### src/rtl/bsg_manycore_link_to_cce_pkg.sv
// Shared types for the manycore-link to CCE memory bridge.
package bsg_manycore_link_to_cce_pkg;

    // Transmit side: idle waiting for a command, or streaming its flits.
    typedef enum logic {
        e_tx_idle = 1'b0,
        e_tx_send = 1'b1
    } tx_state_e;

    // Pending-command record kept until the response is consumed.
    // Fields are sized for the widest supported configuration and
    // narrowed to the module parameters at the point of use.
    typedef struct packed {
        logic        write;
        logic        uncached;
        logic [63:0] addr;
        logic [31:0] tag;
    } resp_cmd_s;

    // Manycore packet opcodes.
    localparam logic [1:0] remote_load_op  = 2'b00;
    localparam logic [1:0] remote_store_op = 2'b01;

endpackage

### src/rtl/bsg_fifo_1r1w_small.sv
// Small one-read one-write FIFO with valid/ready in and valid/yumi out.
module bsg_fifo_1r1w_small #(
    parameter int unsigned width_p = 8,
    parameter int unsigned els_p   = 4
) (
    input  logic               clk_i,
    input  logic               reset_n_i,
    input  logic               v_i,
    output logic               ready_o,
    input  logic [width_p-1:0] data_i,
    output logic               v_o,
    output logic [width_p-1:0] data_o,
    input  logic               yumi_i
);

    localparam int unsigned ptr_w_lp = (els_p > 1) ? $clog2(els_p) : 1;
    localparam int unsigned cnt_w_lp = $clog2(els_p + 1);

    logic [width_p-1:0]  mem_r [els_p];
    logic [ptr_w_lp-1:0] rptr_r, wptr_r;
    logic [cnt_w_lp-1:0] cnt_r;
    logic                push, pop;

    function automatic logic [ptr_w_lp-1:0] bump(input logic [ptr_w_lp-1:0] p);
        return (p == ptr_w_lp'(els_p - 1)) ? '0 : p + ptr_w_lp'(1);
    endfunction

    assign ready_o = (cnt_r != cnt_w_lp'(els_p));
    assign v_o     = (cnt_r != '0);
    assign data_o  = mem_r[rptr_r];
    assign push    = v_i & ready_o;
    assign pop     = yumi_i & v_o;

    // Pointer and occupancy bookkeeping.
    always_ff @(posedge clk_i or negedge reset_n_i) begin
        if (!reset_n_i) begin
            rptr_r <= '0;
            wptr_r <= '0;
            cnt_r  <= '0;
        end else begin
            if (push) wptr_r <= bump(wptr_r);
            if (pop)  rptr_r <= bump(rptr_r);
            case ({push, pop})
                2'b10:   cnt_r <= cnt_r + cnt_w_lp'(1);
                2'b01:   cnt_r <= cnt_r - cnt_w_lp'(1);
                default: cnt_r <= cnt_r;
            endcase
        end
    end

    // Storage array, written on every accepted push.
    always_ff @(posedge clk_i) begin
        if (push) mem_r[wptr_r] <= data_i;
    end

endmodule

### src/rtl/bsg_manycore_link_to_cce_mem.sv
// Bridges CCE block commands onto manycore word packets and reassembles
// in-order load returns into block responses, issued in command order.
module bsg_manycore_link_to_cce_mem
    import bsg_manycore_link_to_cce_pkg::*;
#(
    parameter int unsigned link_data_width_p    = 32,
    parameter int unsigned link_addr_width_p    = 28,
    parameter int unsigned x_cord_width_p       = 4,
    parameter int unsigned y_cord_width_p       = 4,
    parameter int unsigned load_id_width_p      = 11,
    parameter int unsigned bp_addr_width_p      = 39,
    parameter int unsigned block_size_in_bits_p = 512,
    parameter int unsigned tag_width_p          = 8,
    parameter int unsigned max_outstanding_p    = 4,
    localparam int unsigned pkt_width_lp = link_addr_width_p + 2 + link_data_width_p/8
                                         + link_data_width_p + 2*x_cord_width_p + 2*y_cord_width_p
) (
    input  logic                            clk_i,
    input  logic                            reset_n_i,
    input  logic                            cmd_v_i,
    output logic                            cmd_ready_o,
    input  logic                            cmd_write_i,
    input  logic                            cmd_uncached_i,
    input  logic [bp_addr_width_p-1:0]      cmd_addr_i,
    input  logic [block_size_in_bits_p-1:0] cmd_data_i,
    input  logic [tag_width_p-1:0]          cmd_tag_i,
    output logic                            resp_v_o,
    input  logic                            resp_ready_i,
    output logic                            resp_write_o,
    output logic                            resp_uncached_o,
    output logic [bp_addr_width_p-1:0]      resp_addr_o,
    output logic [block_size_in_bits_p-1:0] resp_data_o,
    output logic [tag_width_p-1:0]          resp_tag_o,
    output logic [pkt_width_lp-1:0]         pkt_o,
    output logic                            pkt_v_o,
    input  logic                            pkt_yumi_i,
    input  logic [link_data_width_p-1:0]    returned_data_i,
    input  logic                            returned_v_i,
    output logic                            returned_yumi_o,
    input  logic [x_cord_width_p-1:0]       my_x_i,
    input  logic [y_cord_width_p-1:0]       my_y_i
);

    localparam int unsigned n_lp        = block_size_in_bits_p / link_data_width_p;
    localparam int unsigned lg_n_lp     = $clog2(n_lp);
    localparam int unsigned k_w_lp      = (lg_n_lp > 0) ? lg_n_lp : 1;
    localparam int unsigned rc_w_lp     = lg_n_lp + 1;
    localparam int unsigned byte_off_lp = $clog2(link_data_width_p / 8);
    localparam int unsigned sent_w_lp   = $clog2(max_outstanding_p + 1);

    tx_state_e                     state_r, state_n;
    logic [k_w_lp-1:0]             k_r, k_n;
    logic                          write_r, uncached_r;
    logic [bp_addr_width_p-1:0]    addr_r;
    logic [block_size_in_bits_p-1:0] data_r, blk_r;
    logic [rc_w_lp-1:0]            rc_r, head_f;
    logic [sent_w_lp-1:0]          sent_r;
    logic                          fifo_ready, fifo_v;
    resp_cmd_s                     push_cmd, head;
    logic                          cmd_accept, last_flit, send_done, rc_full, resp_pop;
    logic [load_id_width_p-1:0]    load_id;
    logic [link_addr_width_p-1:0]  word_addr;
    logic [link_data_width_p-1:0]  payload;

    assign cmd_ready_o = reset_n_i & (state_r == e_tx_idle) & fifo_ready;
    assign cmd_accept  = cmd_v_i & cmd_ready_o;
    assign last_flit   = uncached_r | (k_r == k_w_lp'(n_lp - 1));
    assign send_done   = pkt_v_o & pkt_yumi_i & last_flit;
    assign load_id     = '0;

    assign push_cmd = '{write: cmd_write_i, uncached: cmd_uncached_i,
                        addr: 64'(cmd_addr_i), tag: 32'(cmd_tag_i)};

    bsg_fifo_1r1w_small #(
        .width_p($bits(resp_cmd_s)),
        .els_p  (max_outstanding_p)
    ) pending_fifo (
        .clk_i    (clk_i),
        .reset_n_i(reset_n_i),
        .v_i      (cmd_accept),
        .ready_o  (fifo_ready),
        .data_i   (push_cmd),
        .v_o      (fifo_v),
        .data_o   (head),
        .yumi_i   (resp_pop)
    );

    // Transmit FSM: next state, flit index and packet valid.
    always_comb begin
        state_n = state_r;
        k_n     = k_r;
        pkt_v_o = 1'b0;
        case (state_r)
            e_tx_idle: begin
                if (cmd_accept) begin
                    state_n = e_tx_send;
                    k_n     = '0;
                end
            end
            e_tx_send: begin
                pkt_v_o = 1'b1;
                if (pkt_yumi_i) begin
                    if (last_flit) state_n = e_tx_idle;
                    else           k_n     = k_r + k_w_lp'(1);
                end
            end
            default: state_n = e_tx_idle;
        endcase
    end

    // Transmit FSM state and flit index registers.
    always_ff @(posedge clk_i or negedge reset_n_i) begin
        if (!reset_n_i) begin
            state_r <= e_tx_idle;
            k_r     <= '0;
        end else begin
            state_r <= state_n;
            k_r     <= k_n;
        end
    end

    // Capture the accepted command for the duration of its packets.
    always_ff @(posedge clk_i) begin
        if (cmd_accept) begin
            write_r    <= cmd_write_i;
            uncached_r <= cmd_uncached_i;
            addr_r     <= cmd_addr_i;
            data_r     <= cmd_data_i;
        end
    end

    // Outgoing packet fields derived from the captured command and flit index.
    always_comb begin
        if (uncached_r)
            word_addr = {1'b0, addr_r[byte_off_lp +: link_addr_width_p-1]};
        else
            word_addr = {1'b0, addr_r[byte_off_lp+lg_n_lp +: link_addr_width_p-lg_n_lp-1], k_r};
        payload = write_r ? data_r[32'(k_r)*link_data_width_p +: link_data_width_p]
                          : link_data_width_p'(load_id);
        pkt_o = {word_addr,
                 write_r ? remote_store_op : remote_load_op,
                 {(link_data_width_p/8){1'b1}},
                 payload,
                 my_y_i, my_x_i,
                 my_y_i + y_cord_width_p'(1),
                 addr_r[byte_off_lp+link_addr_width_p-1 +: x_cord_width_p]};
    end

    // A queued write is complete once all its flits left; since commands are
    // sent strictly in order, counting finished-but-unpopped commands suffices.
    always_ff @(posedge clk_i or negedge reset_n_i) begin
        if (!reset_n_i) begin
            sent_r <= '0;
        end else begin
            case ({send_done, resp_pop})
                2'b10:   sent_r <= sent_r + sent_w_lp'(1);
                2'b01:   sent_r <= sent_r - sent_w_lp'(1);
                default: sent_r <= sent_r;
            endcase
        end
    end

    assign head_f          = head.uncached ? rc_w_lp'(1) : rc_w_lp'(n_lp);
    assign rc_full         = (rc_r == head_f);
    assign returned_yumi_o = returned_v_i & fifo_v & ~head.write & ~rc_full;
    assign resp_v_o        = fifo_v & (head.write ? (sent_r != '0) : rc_full);
    assign resp_pop        = resp_v_o & resp_ready_i;

    // Assemble returned load words into the block buffer for the queue head.
    always_ff @(posedge clk_i or negedge reset_n_i) begin
        if (!reset_n_i) begin
            rc_r  <= '0;
            blk_r <= '0;
        end else if (resp_pop) begin
            rc_r  <= '0;
            blk_r <= '0;
        end else if (returned_yumi_o) begin
            blk_r[32'(rc_r)*link_data_width_p +: link_data_width_p] <= returned_data_i;
            rc_r <= rc_r + rc_w_lp'(1);
        end
    end

    assign resp_write_o    = head.write;
    assign resp_uncached_o = head.uncached;
    assign resp_addr_o     = bp_addr_width_p'(head.addr);
    assign resp_tag_o      = tag_width_p'(head.tag);
    assign resp_data_o     = head.write ? '0 : blk_r;

endmodule

### config.mk
export PLATFORM = sky130hd
export DESIGN_NAME = bsg_manycore_link_to_cce_mem
export DESIGN_NICKNAME = d
export VERILOG_FILES = /design/src/rtl/bsg_manycore_link_to_cce_pkg.sv /design/src/rtl/bsg_fifo_1r1w_small.sv /design/src/rtl/bsg_manycore_link_to_cce_mem.sv
export SDC_FILE = /design/constraint.sdc
export NUM_CORES = 1
export LEC_CHECK = 0
export ABC_AREA = 1
export ABC_CLOCK_PERIOD_IN_PS = 39800
export BUFFER_PORTS_ARGS = -buffer_cell sky130_fd_sc_hd__buf_2
export CORE_AREA = 2 2 490 492
export DETAILED_ROUTE_END_ITERATION = 6
export DIE_AREA = 0 0 492 494
export PLACE_DENSITY = 0.52
export SYNTH_ARGS = -nofsm -noshare
export SYNTH_HDL_FRONTEND = slang
export SYNTH_SLANG_ARGS = --single-unit
### constraint.sdc
create_clock -name clk_i -period 39.8 [get_ports clk_i]
set_clock_uncertainty 0.2 [all_clocks]
set_input_delay 7.96 -clock clk_i [delete_from_list [all_inputs] [get_ports clk_i]]
set_output_delay 7.96 -clock clk_i [all_outputs]
set_load 0.02 [all_outputs]
After elaboration in Yosys (flattened, before gate mapping)
Memories as Yosys holds them, arrays and structs flattened.
Index checks and enable logic that the tools add are counted.
- register bits after elaboration: 1079
- bits in writable memories: 196
- input bits: 607
- output and inout port bits: 647
- logic and storage cells: 86
- memories kept: 1
- memory list (name ; words ; bits a word ; rd ports ; clocked after memory_dff ; write ports ; line ; RTL):
    pending_fifo.mem_r ; 4 ; 49 ; 1 ; 0 ; 1 ; bsg_fifo_1r1w_small.sv:19 ; logic [width_p-1:0] mem_r [els_p];
- add/subtract/negate cells: 10
- equality and inequality tests: 12
- shifts and indexed selects: 3
- muxes and demuxes: 26
- bitwise logic cells: 16
- reductions and logical operators: 6
- operators by type and width (cell ; number):
    two-way mux 512 bit ; 3
    bitwise mux 512 bit ; 1
    variable shift 32 x 34 -> 512 bit (first input constant) ; 1
    variable part select 32 x 34 -> 512 bit ; 1
    variable part select 512 x 10 -> 32 bit ; 1
    negation 10 -> 34 bit ; 1
    two-way mux 32 bit ; 1
    two-way mux 4 bit ; 4
    two-way mux 5 bit ; 3
    AND 1 bit ; 12
    case mux 3 bit (2 select lines) ; 2
    adder 4 x 1 -> 4 bit (second input constant) ; 2
    equality test 2 bit (second input constant) ; 4
    two-way mux 1 bit ; 8
    case mux 4 bit (2 select lines) ; 1
    adder 3 x 1 -> 3 bit (second input constant) ; 2
    nonzero test 2 bit ; 3
    nonzero test 3 bit ; 2
    subtractor 3 x 1 -> 3 bit (second input constant) ; 2
    adder 5 x 1 -> 5 bit (second input constant) ; 1
    equality test 5 bit ; 1
    adder 2 x 1 -> 2 bit (second input constant) ; 2
    equality test 2 x 1 -> 1 bit (second input constant) ; 2
    equality test 4 bit (second input constant) ; 1
    other kinds (8) ; 12

Depth between registers and ports, before layout
An unclocked memory read counts as a cell.
- depth after elaboration: 9
- gate-level depth with buffers: 18
- depth with buffers taken out: 15

Cells and area by module
A second synthesis with hierarchy kept.
- cell total of the unflattened synthesis: 6675
- area, all modules: 64692.0 um^2
- by module, submodules not included (module ; times used ; cells each ; area each (um^2) ; sequential area each (um^2)):
    bsg_manycore_link_to_cce_mem ; 1 ; 5473 ; 48510.3 ; 29503.3
    bsg_fifo_1r1w_small ; 1 ; 1202 ; 16181.8 ; 11946.5

Worst setup path after synthesis
Ideal clock, no wire load.
- path type: input -> register
- from: input port cmd_v_i
- to: register pending_fifo.wptr_r[0]
- library setup time: 0.618 ns
- data arrival time: 19.142 ns
- data required time: 38.982 ns
- path slack: 19.840 ns
- stages on the path: 3
- buffers on the path: 0
- cells stage by stage: nand4_1 inv_1 o21ai_0
- cells in the longest elaborated chain, start to end: 2
- ends and longest elaborated chain (item ; line ; RTL):
    start: declaration ; bsg_manycore_link_to_cce_mem.sv:20 ; input logic cmd_v_i,
    AND 1 bit ; bsg_manycore_link_to_cce_mem.sv:66 ; assign cmd_accept = cmd_v_i & cmd_ready_o;
    net cmd_accept ; bsg_manycore_link_to_cce_mem.sv:60 ; logic cmd_accept, last_flit, send_done, rc_full, resp_pop;
    AND 1 bit ; bsg_fifo_1r1w_small.sv:31 ; assign push = v_i & ready_o;
    end signal: assignment ; bsg_fifo_1r1w_small.sv:41 ; if (push) wptr_r <= bump(wptr_r);
    end: declaration ; bsg_fifo_1r1w_small.sv:20 ; logic [ptr_w_lp-1:0] rptr_r, wptr_r;
The timed path passes the listed nets, and every way through them passes these cells.
A chain may end at the register's enable or synchronous reset.

Final worst setup path
- from: input port returned_v_i
- to: output port returned_yumi_o
- cells in the longest elaborated chain, start to end: 3
- ends and longest elaborated chain (item ; line ; RTL):
    start: declaration ; bsg_manycore_link_to_cce_mem.sv:38 ; input logic returned_v_i,
    AND 1 bit (3 in series) ; bsg_manycore_link_to_cce_mem.sv:165 ; assign returned_yumi_o = returned_v_i & fifo_v & ~head.write & ~rc_full;
    end: declaration ; bsg_manycore_link_to_cce_mem.sv:39 ; output logic returned_yumi_o,
Every way passes these cells.

==> results_dict.tcl <==
set metrics [dict create \
    status "finished, violations left" \
    violations "design-rule violations" \
    p_int_mw 2.563 \
    crit_arrival_ns 9.85 \
    final_util_pct 29.48 \
    grt_pass1_vias 44763 \
    hold_class "reg2reg" \
    cts.clk_slew.worst_paths_ns 0.06 \
    comb_power_share_pct 32.1 \
    rr_endpoint "blk_r[48]$_DFFE_PN0P_" \
    reg2regPathDepth 14 \
    wl_um 239900 \
    hold_buffers 0 \
    synth_area_um2 56270 \
    holdWs_ns 0.2815 \
    leakage_nw 30.81 \
    dpl-instance-area_um2 65090 \
    pin_count 1254 \
    drive_gt1_share_pct 22.84 \
    crit_path_top_delay_cell "inv_2" \
    worstSetupPathType "in2out" \
    seq_area_frac_synth_pct 63.21 \
    rows 179 \
    dieWidth_um 492 \
    vias_per_cell 4.634 \
    r2r_setup_slack_ns 33.71 \
    synthFlopType "edfxtp_1" \
    synth-edff-count 741 \
    crit_family "buffers and inverters" \
    min_to "pending_fifo.cnt_r[0]$_DFFE_PN0P_" \
    overflow 0 \
    p_seq_share_pct 36.4 \
    post-cts-setup-buffers 0 \
    finalHoldViolCount 0 \
    clkLatencyLatePin_ns 0.81 \
    worst-path-buf-inv 3 \
    drtPass1Iterations 7 \
    vdd_drop_max_mv 0.04901 \
    cts_sinks 1273 \
    hpwl_um 172300 \
    cts_resized 0 \
    vias 47390 \
    p_switching_mw 1.766 \
    wl_per_cell_um 23.46 \
    place.gp.congestion 0.8921 \
    die_h_um 494 \
    yosysWarnings 0 \
    synth_cells 5908 \
    finalMaxSlewViolations 0 \
    fin_tns_setup_ns 0 \
    max_stage_delay_ns 0.66 \
    p_sw_share_pct 40.80 \
    crit_path_start_kind "input port" \
    fin_crit_ns 18.01 \
    endpoint_kind "primary output" \
    h-tree-depth 4 \
    r2r-start "pending_fifo.rptr_r[1]$_DFFE_PN0P_" \
    cts-root-buf "clkbuf_16" \
    max_freq_mhz 55.52 \
    numCtsBuffers 149 \
    synth-seq-cells 1273 \
    finalSetupViolations 0 \
    grt_max_degree 251 \
    antenna_found_initial 100 \
    yosysUniqueCellTypes 38 \
    finalCritPeriodShare_pct 45.26 \
    grt_pass1_wl_um 332800 \
    drt_iter0_drc 4540 \
    crit_chain "buf_2 > nand2_1 > nor2_4 > nand2_4 > inv_2 > buf_2" \
    worstPathMaxFanout 61 \
    io_buffers 1239 \
    start_util_pct 23.70 \
    power.density_nw_per_um2 61.87 \
    power_mw 4.330 \
    avgSynthCellArea_um2 9.524 \
    clkPwrFrac_pct 31.5 \
    rsz0062_at_grt "false" \
    worstHoldStart "pending_fifo.cnt_r[0]$_DFFE_PN0P_" \
    cts_buffer_depth 3 \
    crit_path_frequent_cell "buf_2" \
    final_cell_area_um2 69980 \
    remaining_drc_errors 1 \
    die_area_um2 243000 \
    grtUsageTotal_pct 18.87 \
    min_path_cells 1 \
    nets 7529 \
    synthToLayoutAreaGrowth_pct 24.38 \
    ant_nets 0 \
    cp.required_ns 31.64 \
    core_area_um2 237400 \
    tightest_slew_ns 1.233 \
    tritoncts "built" \
    maxSlewHeadroom_pct 17.47 \
    async_reset_ff_share_pct 41.79 \
    crit_path_start "returned_v_i" \
    maxCapViolations 0 \
]
## worst reg2reg max path: cells and delay by family (launching register included)
family	cells	cell delay, ns
AND/OR/NAND/NOR	8	2.12
buffers and inverters	6	3.31
flip-flops	1	0.38
## layout by cell type (no fill, tap or decap), drive strengths merged, types with 86 or more instances in the layout
cell type	count
clkbuf	190
nand3	896
dfrtp	532
edfxtp	741
o21ai	411
o22ai	86
nand2	713
nor2	1189
buf	1317
inv	622
## sequential cells by signal (all words and copies together) (netlist names), 2 cells and up
register             flops
addr_r                  31
blk_r                  512
data_r                 512
k_r                      4
pending_fifo.cnt_r       3
pending_fifo.mem_r     196
pending_fifo.rptr_r      2
pending_fifo.wptr_r      2
rc_r                     5
sent_r                   3
## per-stage QoR
step	worst slack (ns)	instances
after floorplan	19.84	5912
after global placement	21.84	9924
after detailed placement	21.80	9924
after CTS	21.80	10186
after global routing	21.70	10212
final	21.79	10227
## cell families after synthesis
logic type      share of synthesized area, %
compound gates                         7.078
fa+ha+maj                             0.3380
other cells                          0.01335
xor+xnor                              0.1534
buf+inv                                7.927
simple gates                           21.28
flops                                  63.21
## routing by layer
| layer | routed length, µm | share of wire, % | global-route usage [%] |
|---|---|---|---|
| met5 | 349 | 0.15 | 0 |
| met4 | 12160 | 5.1 | 9.242 |
| met3 | 19950 | 8.3 | 4.689 |
| met2 | 116200 | 48 | 31.76 |
| met1 | 91290 | 38 | 22.44 |
## area by class of cell
class	instances	area, µm²
Fill cell	25271	167400
Sequential cell	1273	35580
Multi-Input combinational cell	3554	16360
Timing Repair Buffer	1317	6859
Clock buffer	190	3984
Tap cell	3167	3963
Inverter	613	2328
Clock inverter	72	808.3
Antenna cell	41	102.6
## worst max-delay path by stage
stage / endpoint / slack (ns) / cells after the start
floorplan: pending_fifo.wptr_r[0]$_DFFE_PN0P_ / 19.84 / 3
global placement: returned_yumi_o / 21.84 / 6
detailed placement: returned_yumi_o / 21.80 / 6
CTS: returned_yumi_o / 21.80 / 6
global route: returned_yumi_o / 21.70 / 6
finish: returned_yumi_o / 21.79 / 6
## synthesized netlist by cell type (2+ instances only)
master    instances  area share, %
nand3_2           7           0.12
buf_1            16           0.11
inv_1           601            4.0
xor2_1            5          0.078
o21ai_0         410            3.6
dfrtp_1         532             24
nor2_2            8          0.089
clkinv_1          2          0.013
nand3_1         888            7.9
ha_1             12           0.27
inv_2             9          0.060
o221ai_1         50           0.78
edfxtp_1        741             40
nand2_1         710            4.7
o211ai_1         78            1.0
o22ai_1          86           0.96
xnor2_1           3          0.047
buf_2           161            1.4
conb_1            2          0.013
nand4_1           9           0.10
fa_1              2          0.071
clkbuf_1        247            1.6
nor2_1         1168            7.8
a21oi_1          68           0.60
buf_4            47           0.63
nand2_2           2          0.022
nor2_4           13           0.26
nor3_1           21           0.19
## power groups by stage
stage	logic, mW	clock network [mW]	registers [mW]
final	1.39	1.37	1.57
after global routing	1.50	1.44	1.58
after CTS	1.40	1.40	1.57
after detailed placement	1.40	0	1.60
after global placement	1.38	0	1.60
after floorplan	0.884	0	1.60
No activity file was read; power rests on OpenSTA's default activity.
